[config.mk]
export PLATFORM = sky130hd
export DESIGN_NAME = noc_out_arbiter
export DESIGN_NICKNAME = d
export VERILOG_FILES = /design/src/rtl/noc_pkg.sv /design/src/rtl/rr_pick.sv /design/src/rtl/noc_out_arbiter.sv
export SDC_FILE = /design/constraint.sdc
export NUM_CORES = 1
export LEC_CHECK = 0
export CORE_MARGIN = 2
export CORE_UTILIZATION = 30
export DETAILED_ROUTE_END_ITERATION = 16
export PLACE_DENSITY = 0.6
export SLEW_MARGIN = 20
export SYNTH_ARGS = -nofsm -noshare
export SYNTH_HDL_FRONTEND = slang
export SYNTH_SLANG_ARGS = --single-unit
[constraint.sdc]
create_clock -name clk -period 4.6 [get_ports clk]
set_input_delay 0.69 -clock clk [delete_from_list [all_inputs] [get_ports clk]]
set_output_delay 0.69 -clock clk [all_outputs]
set_load 0.05 [all_outputs]
[src/rtl/noc_pkg.sv]
// Shared NoC router definitions: flit type codes, input port indices and
// the output arbiter state type.
package noc_pkg;

  localparam logic [2:0] HEADER  = 3'b001;
  localparam logic [2:0] PAYLOAD = 3'b010;
  localparam logic [2:0] TAIL    = 3'b100;

  typedef enum logic [2:0] {
    N = 3'd0,
    E = 3'd1,
    W = 3'd2,
    S = 3'd3,
    L = 3'd4
  } port_e;

  typedef enum logic {
    IDLE = 1'b0,
    BUSY = 1'b1
  } arb_state_e;

endpackage

[src/rtl/rr_pick.sv]
// Combinational round-robin selector: first set request at or above ptr,
// wrapping modulo NUM_IN. Shared with the VC allocator.
module rr_pick #(
  parameter int NUM_IN = 5,
  parameter int IDX_W  = 3
) (
  input  logic [NUM_IN-1:0] req,
  input  logic [IDX_W-1:0]  ptr,
  output logic [NUM_IN-1:0] win_oh,
  output logic [IDX_W-1:0]  win_idx,
  output logic              valid
);

  int cand;

  always_comb begin
    win_oh  = '0;
    win_idx = '0;
    valid   = 1'b0;
    cand    = 0;
    for (int k = 0; k < NUM_IN; k++) begin
      cand = int'(ptr) + k;
      if (cand >= NUM_IN) cand = cand - NUM_IN;
      if (!valid && req[cand]) begin
        valid        = 1'b1;
        win_oh[cand] = 1'b1;
        win_idx      = IDX_W'(cand);
      end
    end
  end

endmodule

[src/rtl/noc_out_arbiter.sv]
// Per-output round-robin arbiter holding the grant for a whole packet.
// Optional packet-length watchdog: define ARB_WATCHDOG_EN.
//
// state | meaning
// IDLE  | no grant; arbitrate among req each cycle
// BUSY  | grant held until a TAIL transfer (or watchdog release)
module noc_out_arbiter
  import noc_pkg::*;
#(
  parameter int NUM_IN        = 5,
  parameter int FLIT_ID_W     = 3,
  parameter int MAX_PKT_FLITS = 16
) (
  input  logic                          clk,
  input  logic                          rst,
  input  logic [NUM_IN-1:0]             req,
  input  logic [NUM_IN-1:0]             empty,
  input  logic [NUM_IN*FLIT_ID_W-1:0]   flit_id,
  input  logic                          out_full,
  output logic [NUM_IN-1:0]             grant,
  output logic [2:0]                    sel,
  output logic [NUM_IN-1:0]             rd_en,
  output logic                          wr_en,
  output logic                          err
);

  localparam int IDX_W = 3;

  arb_state_e        state_q, state_d;
  logic [NUM_IN-1:0] grant_q, grant_d;
  logic [IDX_W-1:0]  sel_q, sel_d;
  logic [IDX_W-1:0]  ptr_q, ptr_d;

  logic [NUM_IN-1:0]    pick_oh;
  logic [IDX_W-1:0]     pick_idx;
  logic                 pick_valid;
  logic [NUM_IN-1:0]    xfer_vec;
  logic [FLIT_ID_W-1:0] head_id;
  logic                 tail_xfer;
  logic                 release_pkt;

  rr_pick #(
    .NUM_IN (NUM_IN),
    .IDX_W  (IDX_W)
  ) u_rr_pick (
    .req     (req),
    .ptr     (ptr_q),
    .win_oh  (pick_oh),
    .win_idx (pick_idx),
    .valid   (pick_valid)
  );

  assign xfer_vec  = grant_q & ~empty & {NUM_IN{~out_full}};
  assign rd_en     = xfer_vec;
  assign wr_en     = |xfer_vec;
  assign head_id   = flit_id[sel_q*FLIT_ID_W +: FLIT_ID_W];
  assign tail_xfer = wr_en && (head_id == FLIT_ID_W'(TAIL));

`ifdef ARB_WATCHDOG_EN
  localparam int CNT_W = $clog2(MAX_PKT_FLITS + 1);

  logic [CNT_W-1:0] cnt_q, cnt_d;
  logic             err_q, err_d;
  logic             wd_hit;

  // Fires on the transfer that would make the count reach the limit.
  assign wd_hit = wr_en && !tail_xfer && (cnt_q == CNT_W'(MAX_PKT_FLITS - 1));
  assign err    = err_q;
`else
  assign err = 1'b0;
`endif

  always_comb begin
    state_d     = state_q;
    grant_d     = grant_q;
    sel_d       = sel_q;
    ptr_d       = ptr_q;
    release_pkt = 1'b0;
`ifdef ARB_WATCHDOG_EN
    err_d = 1'b0;
`endif
    case (state_q)
      IDLE: begin
        if (pick_valid) begin
          grant_d = pick_oh;
          sel_d   = pick_idx;
          ptr_d   = (pick_idx == IDX_W'(NUM_IN - 1)) ? '0 : pick_idx + 1'b1;
          state_d = BUSY;
        end
      end
      BUSY: begin
        if (tail_xfer) begin
          release_pkt = 1'b1;
        end
`ifdef ARB_WATCHDOG_EN
        else if (wd_hit) begin
          release_pkt = 1'b1;
          err_d       = 1'b1;
        end
`endif
        if (release_pkt) begin
          grant_d = '0;
          state_d = IDLE;
        end
      end
      default: state_d = IDLE;
    endcase
`ifdef ARB_WATCHDOG_EN
    cnt_d = cnt_q;
    if (release_pkt)  cnt_d = '0;
    else if (wr_en)   cnt_d = cnt_q + 1'b1;
`endif
  end

  always_ff @(posedge clk) begin
    if (!rst) begin
      state_q <= IDLE;
      grant_q <= '0;
      sel_q   <= '0;
      ptr_q   <= '0;
`ifdef ARB_WATCHDOG_EN
      cnt_q   <= '0;
      err_q   <= 1'b0;
`endif
    end else begin
      state_q <= state_d;
      grant_q <= grant_d;
      sel_q   <= sel_d;
      ptr_q   <= ptr_d;
`ifdef ARB_WATCHDOG_EN
      cnt_q   <= cnt_d;
      err_q   <= err_d;
`endif
    end
  end

  assign grant = grant_q;
  assign sel   = sel_q;

endmodule
; ---- Word-level counts from Yosys, hierarchy flattened
; Cells that the tools add are included.
[word_totals]
ff_bits = 12
word_cells = 115
out_inout_bits = 15
[op_classes]
mul = 1
n_eq_ne = 4
shift = 1
reduce_logical = 17
add_sub_neg = 10
n_lt_le_gt_ge = 15
mux = 54
bitwise = 9
[ops]
columns = cell, count
row1 = ">= comparator 32 x 1 -> 1 bit, second input constant", 5
row2 = "less-than comparator 32 x 5 -> 1 bit, second input constant", 5
row3 = two-way mux 32 bit, 5
row4 = ">= comparator 32 x 4 -> 1 bit, second input constant", 4
row5 = "subtractor 32 x 4 -> 32 bit, second input constant", 4
row6 = two-way mux 5 bit, 7
row7 = two-way mux 1 bit, 24
row8 = OR 5 bit, 4
row9 = two-way mux 3 bit, 6
row10 = binary-select mux 1 bit (select 3 bit), 5
row11 = demux 1 bit (select 3 bit), 5
row12 = indexed part select 15 x 6 -> 3 bit, 1
row13 = AND 5 bit, 2
row14 = logical AND 1 bit, 10
row15 = one-hot mux 5 bit (2 select lines), 1
row16 = "adder 3 x 2 -> 4 bit, second input constant", 2
row17 = "equality test 3 bit, second input constant", 2
row18 = "multiplier 3 x 2 -> 5 bit, second input constant", 1
row19 = inverter 5 bit, 1
row20 = OR reduction 5 bit, 1
row21 = "adder 3 x 1 -> 4 bit, second input constant", 1
row22 = "adder 3 x 3 -> 4 bit, second input constant", 1
row23 = logical NOT 1 bit, 4
row24 = AND reduction 2 bit, 2
row25 = 7 further kinds, 8

; ---- Logic depth before layout (Yosys ltp)
; Gate-level depths: netlist of run 1.
[logic_depth]
ltp_word = 20
ltp_mapped = 19
depth_no_buf = 17

; ---- Hierarchy
; A second synthesis of run 1 with hierarchy kept.
[unflattened]
hier_cells = 333
hier_area_um2 = 2404.8
[by_module_without_submodules]
columns = module, area_each_um2, cells_each, n_inst
row1 = rr_pick, 1691.6, 244, 1
row2 = noc_out_arbiter, 713.2, 89, 1

; ---- Least setup slack after synthesis of run 1
; No wires, ideal clock.
[synth_path]
path_kind = reg2reg
start = reg ptr_q[0]
end = reg ptr_q[2]
setup_ps = 70
stages_incl_launch_ff = 19
t_required_ps = 4530
setup_slack_ps = 723
arrival_ps = 3807
cell_sequence = dfxtp_1 -> buf_2 -> clkinv_1 -> buf_1 -> ha_1 -> fa_1 -> a21boi_2 -> o22ai_1 -> a21oi_1 -> a32oi_1 -> nand3b_2 -> nand2b_1 -> o211ai_1 -> a21oi_1 -> inv_1 -> ha_1 -> nor2_1 -> mux2i_1 -> a21oi_1
[synth_via]
elab_chain_len = 20
[synth_rtl]
columns = item, line_no
row1 = start: declaration, noc_out_arbiter.sv:32  ; logic [IDX_W-1:0] ptr_q, ptr_d;
row2 = start signal: assignment, noc_out_arbiter.sv:129  ; ptr_q <= ptr_d;
row3 = branches (longest 17 deep; another with subtractor 32 x 4 -> 32 bit), --
row4 = two-way mux 3 bit *, rr_pick.sv:24  ; if (!valid && req[cand]) begin
row5 = via pick_idx[0], noc_out_arbiter.sv:35  ; logic [IDX_W-1:0] pick_idx;
row6 = adder 3 x 1 -> 3 bit / equality test 3 bit (equally long branches), noc_out_arbiter.sv:87  ; ptr_d = (pick_idx == IDX_W'(NUM_IN - 1)) ? '0 : pick_idx + 1'b1;
row7 = two-way mux 3 bit *, noc_out_arbiter.sv:87
; Mark *: on every way through the listed nets, which the timed path passes. The select of a mux whose other input is x is not followed.
; A chain may end at the register's enable or synchronous reset.

; ---- Worst setup path after layout of run 1
[layout_path]
start = reg ptr_q[1]
end = reg ptr_q[2]
[layout_via]
elab_chain_len = 20
[layout_rtl]
columns = item
row1 = branches (longest 20 deep; another with subtractor 32 x 4 -> 32 bit)
; Several ways; the timed one is not identified. The select of a mux whose other input is x is not followed.

==> flow_summary.json, run 1 <==
{
  "h-tree-depth": 1,
  "seq_area_frac_synth": 0.1039,
  "gr-total-overflow": 0,
  "fin_skew_ps": 0.5152,
  "synth-edff-count": 0,
  "cts_buffer_depth": 2,
  "hp-class": "reg -> reg",
  "pwr-share-clk": 0.043,
  "drt_first_pass_iters": 5,
  "place_congestion": 0.9209,
  "synthMuxAreaShare": 0.06006,
  "clk-insertion-delay-late_ps": 230,
  "critical_path_arrival_ps": 4270,
  "cp.required_ps": 4760,
  "layout-drive-gt1-share": 0.07429,
  "report.final.slew_viol_count": 0,
  "finalCritPeriodShare": 0.8921,
  "rsz0062_at_grt": "false",
  "ctsResizeCount": 0,
  "worst-path-max-fanout": 12,
  "die-height_um": 91.79,
  "grt_max_degree": 39,
  "route.detailed.drc": 0,
  "ys.flop_type": "dfxtp_1",
  "die_w_um": 91.79,
  "antenna_left": 0,
  "pwr-share-comb": 0.876,
  "dp.cells": 449,
  "path_class": "reg -> reg",
  "synth-simple-area-share": 0.2987,
  "ios": 43,
  "drt_first_iter_violations": 194,
  "synth_warnings": 0,
  "p_leak_uw": 0.001099,
  "start_util": 0.3039,
  "area_growth_pct": 23.27,
  "nets": 404,
  "fin_crit_ps": 4104,
  "yosys.area_share.adder": 0.1331,
  "final.setup.tns_ps": 0,
  "synth_fp_nets": 369,
  "cts_hold_buf": 0,
  "syn_avg_cell_area_um2": 7.294,
  "routed-via-count": 2543,
  "core_area_um2": 7607,
  "synth_seq_cells": 12,
  "worstMarginPinSlew_ps": 666.6,
  "worstSetupEndpointType": "flip-flop",
  "status": "complete, no violations",
  "worst_setup_path_start_kind": "flip-flop",
  "synth_compound_area_frac": 0.3176,
  "ir_worst_vdd_uv": 168.3,
  "final_cells": 452,
  "cellPowerDensity_nw_per_um2": 748.8,
  "antenna_found_initial": 0,
  "cts_tree": "yes",
  "p_seq_frac": 0.080,
  "dp_hpwl_um": 5753,
  "drt-total-wl_um": 7444,
  "die-area_um2": 8425,
  "switchingPower_uw": 1230,
  "hold_viol": 0,
  "fp-row-count": 32,
  "switching_share": 0.5762,
  "setup_violations": 0,
  "clkSinkCount": 12,
  "io_buffers": 41,
  "grt_pass1_vias": 2275,
  "synth_cells": 317,
  "post_cts_buffers": 0,
  "diodes": 0,
  "drv_cap": 0,
  "grt_pass1_wl_um": 11760,
  "wire_per_inst_um": 16.47,
  "synth_area_um2": 2312,
  "viasPerCell": 5.626,
  "yosysUniqueCellTypes": 70,
  "cts_made_buffers": 3,
  "clk_pin_slew_ps": 50,
  "synth_top_family_by_area": "compound AO/OA/AOI/OAI gates",
  "grtUsageTotal": 0.1709,
  "fmax_mhz": 243.7,
  "p_int_uw": 904.4,
  "slew_headroom": 0.5522,
  "synth_xor_area_frac": 0.02652,
  "root_buffer": "clkbuf_8",
  "synth-async-reset-ratio": 0
}
[synthesized netlist by cell type, types with 2 or more instances]
cell,count,area (um^2)
o21ai_0,10,50.05
a31oi_1,6,37.54
o21ai_1,2,10.01
a21oi_2,2,17.52
o21a_1,3,22.52
and3_1,5,31.28
a211o_1,3,26.28
xnor2_1,6,52.55
o31ai_1,2,15.01
ha_1,23,287.8
a311oi_1,3,26.28
a32o_1,2,20.02
clkbuf_1,6,22.52
inv_1,14,52.55
a2111o_1,2,22.52
or2_2,2,12.51
and2_1,2,12.51
o311a_1,2,20.02
nor2_2,2,12.51
nand3_1,6,30.03
or3_1,2,12.51
nor3_1,9,45.04
a211oi_1,3,22.52
a221oi_1,2,17.52
a21boi_0,2,15.01
nand2b_1,10,62.56
a32oi_1,3,26.28
buf_1,2,7.510
nor2b_1,9,56.30
nand4_1,3,18.77
o211ai_1,4,30.03
nor4_1,6,37.54
a221o_1,4,40.04
o22ai_1,12,75.07
a22o_1,5,43.79
a21oi_1,16,80.08
nor4b_1,2,17.52
nor2_1,23,86.33
dfxtp_1,12,240.2
nor3b_1,6,45.04
buf_2,6,30.03
nand2_1,36,135.1
mux2i_1,9,90.09
a21o_1,2,15.01
[cell type report]
class | count | area, um^2
Fill cell | 804 | 4757
Multi-Input combinational cell | 274 | 1937
Timing Repair Buffer | 46 | 447.9
Sequential cell | 12 | 240.2
Tap cell | 102 | 127.6
Inverter | 15 | 56.30
Clock buffer | 3 | 41.29
[flip-flops by register name, indices dropped and copies added, names as in the netlist]
signal / cells
grant: 5
sel: 3
state_q: 1
ptr_q: 3
[placed cells by master, fill, tap and decap left out, types with 3 or more instances in the layout]
cell	netlist	final
nor4_1	6	6
nor2b_1	9	9
buf_4	1	5
o21a_1	3	3
a311oi_1	3	3
a32oi_1	3	3
nor3_1	9	9
o211ai_1	4	4
nand2_1	36	36
a22o_1	5	5
a211oi_1	3	3
nand3_1	6	6
nor3b_1	6	6
a31oi_1	6	6
a221o_1	4	4
nand4_1	3	3
a211o_1	3	3
nand2b_1	10	10
inv_1	14	14
and3_1	5	5
o22ai_1	12	12
a21oi_1	16	16
o21ai_0	10	10
ha_1	23	23
dfxtp_1	12	12
nor2_1	23	23
mux2i_1	9	9
clkdlybuf4s50_1	0	41
clkbuf_8	0	3
xnor2_1	6	6
[power groups by stage]
| stage | clock [uW] | sequential (uW) | combinational, uW |
|---|---|---|---|
| 2_1_floorplan | 0 | 244 | 1340 |
| 3_3_place_gp | 0 | 173 | 1850 |
| 3_5_place_dp | 0 | 175 | 1840 |
| 4_1_cts | 95.3 | 173 | 1840 |
| 5_1_grt | 102 | 177 | 2050 |
| 6_report | 92.2 | 172 | 1870 |
[worst max-delay path, cell delays in order (launching register included)]
cell,delay [ps]
dfxtp_1,510
inv_1,270
ha_1,290
ha_1,470
inv_1,320
a21oi_1,160
a32o_1,340
mux2i_4,260
nand2_1,180
or3_1,410
o211ai_1,110
a21oi_1,120
ha_1,260
nor2_1,100
mux2i_1,70
a21oi_1,150
[per-stage QoR]
step	setup slack (ps)	util	instance area (um^2)	hold WS [ps]	power, uW
floorplan	723.1	-	2312	466.1	1583
global placement	595.0	0.3692	2809	480.8	2021
detailed placement	589.3	0.3692	2809	498.7	2013
CTS	552.3	0.3747	2850	504.1	2112
global route	177.4	0.3747	2850	531.0	2330
finish	496.2	0.3747	2850	497.7	2134
[final timing paths]
path,start,endpoint,slack (ps),cells past startpoint
max,ptr_q[1],ptr_q[2],500,15
max reg2reg,ptr_q[1],ptr_q[2],500,15
min,state_q,state_q,500,2
min reg2reg,state_q,state_q,500,2
[logic make-up (layout without fill, tap and decap cells)]
logic type | after synthesis | after routing
xor+xnor | 7 | 7
other cells | 1 | 1
fa+ha+maj | 24 | 24
mux | 12 | 12
flops | 12 | 12
compound gates | 100 | 100
simple gates | 130 | 130
buf+inv | 31 | 64
[layer usage]
metal / GRT usage / vias to the layer above / routed length [um]
li1: - / 1263 / -
met1: 0.2514 / 1176 / 3569
met2: 0.2684 / 96 / 3369
met3: 0.02383 / 8 / 416
met4: 0.02861 / 0 / 89
met5: 0 / - / 0
Power figures use the tool's default switching activity.
==> run 2: changes to the inputs <==
--- a/config.mk
+++ b/config.mk
@@ -8,7 +8,9 @@
 export CORE_MARGIN = 2
 export CORE_UTILIZATION = 30
 export DETAILED_ROUTE_END_ITERATION = 16
-export PLACE_DENSITY = 0.6
+export DONT_BUFFER_PORTS = 1
+export PLACE_DENSITY = 0.53
+export SKIP_LAST_GASP = 1
 export SLEW_MARGIN = 20
 export SYNTH_ARGS = -nofsm -noshare
 export SYNTH_HDL_FRONTEND = slang
==> flow_summary.json, run 2 (synthesized netlist as in run 1, its figures left out) <==
{
  "clk_pin_slew_ps": 60,
  "final_common_cell": "nand2_1",
  "h-tree-depth": 1,
  "die_w_um": 91.79,
  "hold_viol": 0,
  "cp.required_ps": 4700,
  "worst-path-max-fanout": 12,
  "fin_skew_ps": 3.634,
  "gr-total-overflow": 0,
  "status": "complete, no violations",
  "drt_first_iter_violations": 224,
  "largest_register_ffs": 5,
  "routed-via-count": 2387,
  "dp_hpwl_um": 5468,
  "ctsResizeCount": 0,
  "critPathBufInv": 3,
  "slowest_delay_ps": 520,
  "cts_hold_buf": 0,
  "fmax_mhz": 247.9,
  "post_cts_buffers": 0,
  "io_buffers": 0,
  "stdcell_area_um2": 2486,
  "hp-class": "reg -> reg",
  "layout-drive-gt1-share": 0.1061,
  "ir_worst_vdd_uv": 158.0,
  "slowest_stage": "dfxtp_1",
  "route.met2.wl_um": 3368,
  "cts_tree": "yes",
  "wl_met1_um": 3390,
  "setup_violations": 0,
  "cts_made_buffers": 3,
  "die-area_um2": 8425,
  "critical-path-top-delay-family": "adder cells",
  "nets": 364,
  "p_leak_uw": 0.0009634,
  "drt-total-wl_um": 7193,
  "fp-row-count": 32,
  "routed.top_layer": "met4",
  "fin_crit_ps": 4035,
  "crit_chain": "inv_1, ha_1, ha_1, inv_1, a21oi_1, a32o_1, mux2i_4, nand2_1, or3_1, o211ai_1, a21oi_1, inv_1, ha_1, nor2_1, mux2i_1, a21oi_1",
  "regToRegSetupSlack_ps": 570,
  "grt_pass1_vias": 2181,
  "grtUsageTotal": 0.1643,
  "grt_pass1_wl_um": 11320,
  "dp.cells": 409,
  "grt_max_degree": 39,
  "cts_buffer_depth": 2,
  "clkSinkCount": 12,
  "antenna_left": 0,
  "start_util": 0.3039,
  "area_growth_pct": 7.521,
  "cellPowerDensity_nw_per_um2": 834.4,
  "drv_cap": 0,
  "viasPerCell": 5.780,
  "final_cells": 413,
  "route.detailed.drc": 0,
  "drt_first_pass_iters": 4,
  "clk-insertion-delay-late_ps": 240,
  "worstMarginPinSlew_ps": 880.2,
  "path_class": "reg -> reg",
  "wl_met3_um": 387,
  "layout_common_cells": "nand2_1 (36), nor2_1 (23), ha_1 (23), a21oi_1 (16), inv_1 (14)",
  "wire_per_inst_um": 17.42,
  "critical_path_arrival_ps": 4140,
  "root_buffer": "clkbuf_8",
  "report.final.slew_viol_count": 0,
  "placed_cell_area_um2": 2431,
  "die-height_um": 91.79,
  "antenna_found_initial": 0,
  "fin_ws_ps": 565.3,
  "slew_headroom": 0.4106,
  "worst_setup_path_start_kind": "flip-flop",
  "finalCritPeriodShare": 0.8771,
  "pre_cts_slack_ps": 591.0,
  "totalPowerFinal_uw": 2074,
  "ios": 43,
  "rsz0062_at_grt": "false",
  "worstSetupEndpointType": "flip-flop",
  "diodes": 0,
  "core_area_um2": 7607,
  "place_congestion": 0.9242,
  "final.setup.tns_ps": 0
}
run 2: cell count changes in the layout (fill, tap and decap cells not counted):
cell,before,now
nor3b_1,6,1
clkdlybuf4s50_1,41,0
buf_4,5,6
nor3b_2,1,6
clkbuf_8,3,4
run 2: final timing paths:
check | start | to | cells past startpoint
setup / recovery | ptr_q[1] | ptr_q[2] | 16
hold / removal | state_q | state_q | 2
setup reg to reg | ptr_q[1] | ptr_q[2] | 16
hold reg to reg | state_q | state_q | 2
run 2: area by class of cell:
class / count / area [um^2]
well taps: 102 / 127.6
multi-input cells: 274 / 1962
inverters: 15 / 56.30
fillers: 823 / 5121
flip-flops and latches: 12 / 240.2
repair buffers: 6 / 45.04
clock buffers: 4 / 55.05
run 2: power breakdown:
part | total (uW) | internal (uW) | switching, uW | leakage (uW)
Combinational | 1710 | 642 | 1070 | 0.000836
Sequential | 245 | 138 | 107 | 0.0000985
Clock | 118 | 75.7 | 42.5 | 0.0000288
Total | 2070 | 856 | 1220 | 0.000963
run 2: metal layers:
layer / up-vias / GRT usage
met5: - / 0
met2: 84 / 0.2763
li1: 1180 / -
met4: 0 / 0.02985
met3: 4 / 0.009860
met1: 1119 / 0.2337
run 2: worst register-to-register path: stages, from the launching register on:
cell      delay (ps)
dfxtp_1          520
inv_1            270
ha_1             280
ha_1             440
inv_1            290
a21oi_1          160
a32o_1           330
mux2i_4          280
nand2_1          170
or3_1            420
o211ai_1         110
a21oi_1          120
inv_1             90
ha_1             160
nor2_1            40
mux2i_1          130
a21oi_1           80
run 2: through the flow:
stage / util / hold WS (ps)
2_1_floorplan: - / 466.1
3_3_place_gp: 0.3196 / 479.1
3_5_place_dp: 0.3196 / 493.9
4_1_cts: 0.3268 / 504.3
5_1_grt: 0.3268 / 547.7
6_report: 0.3268 / 506.2
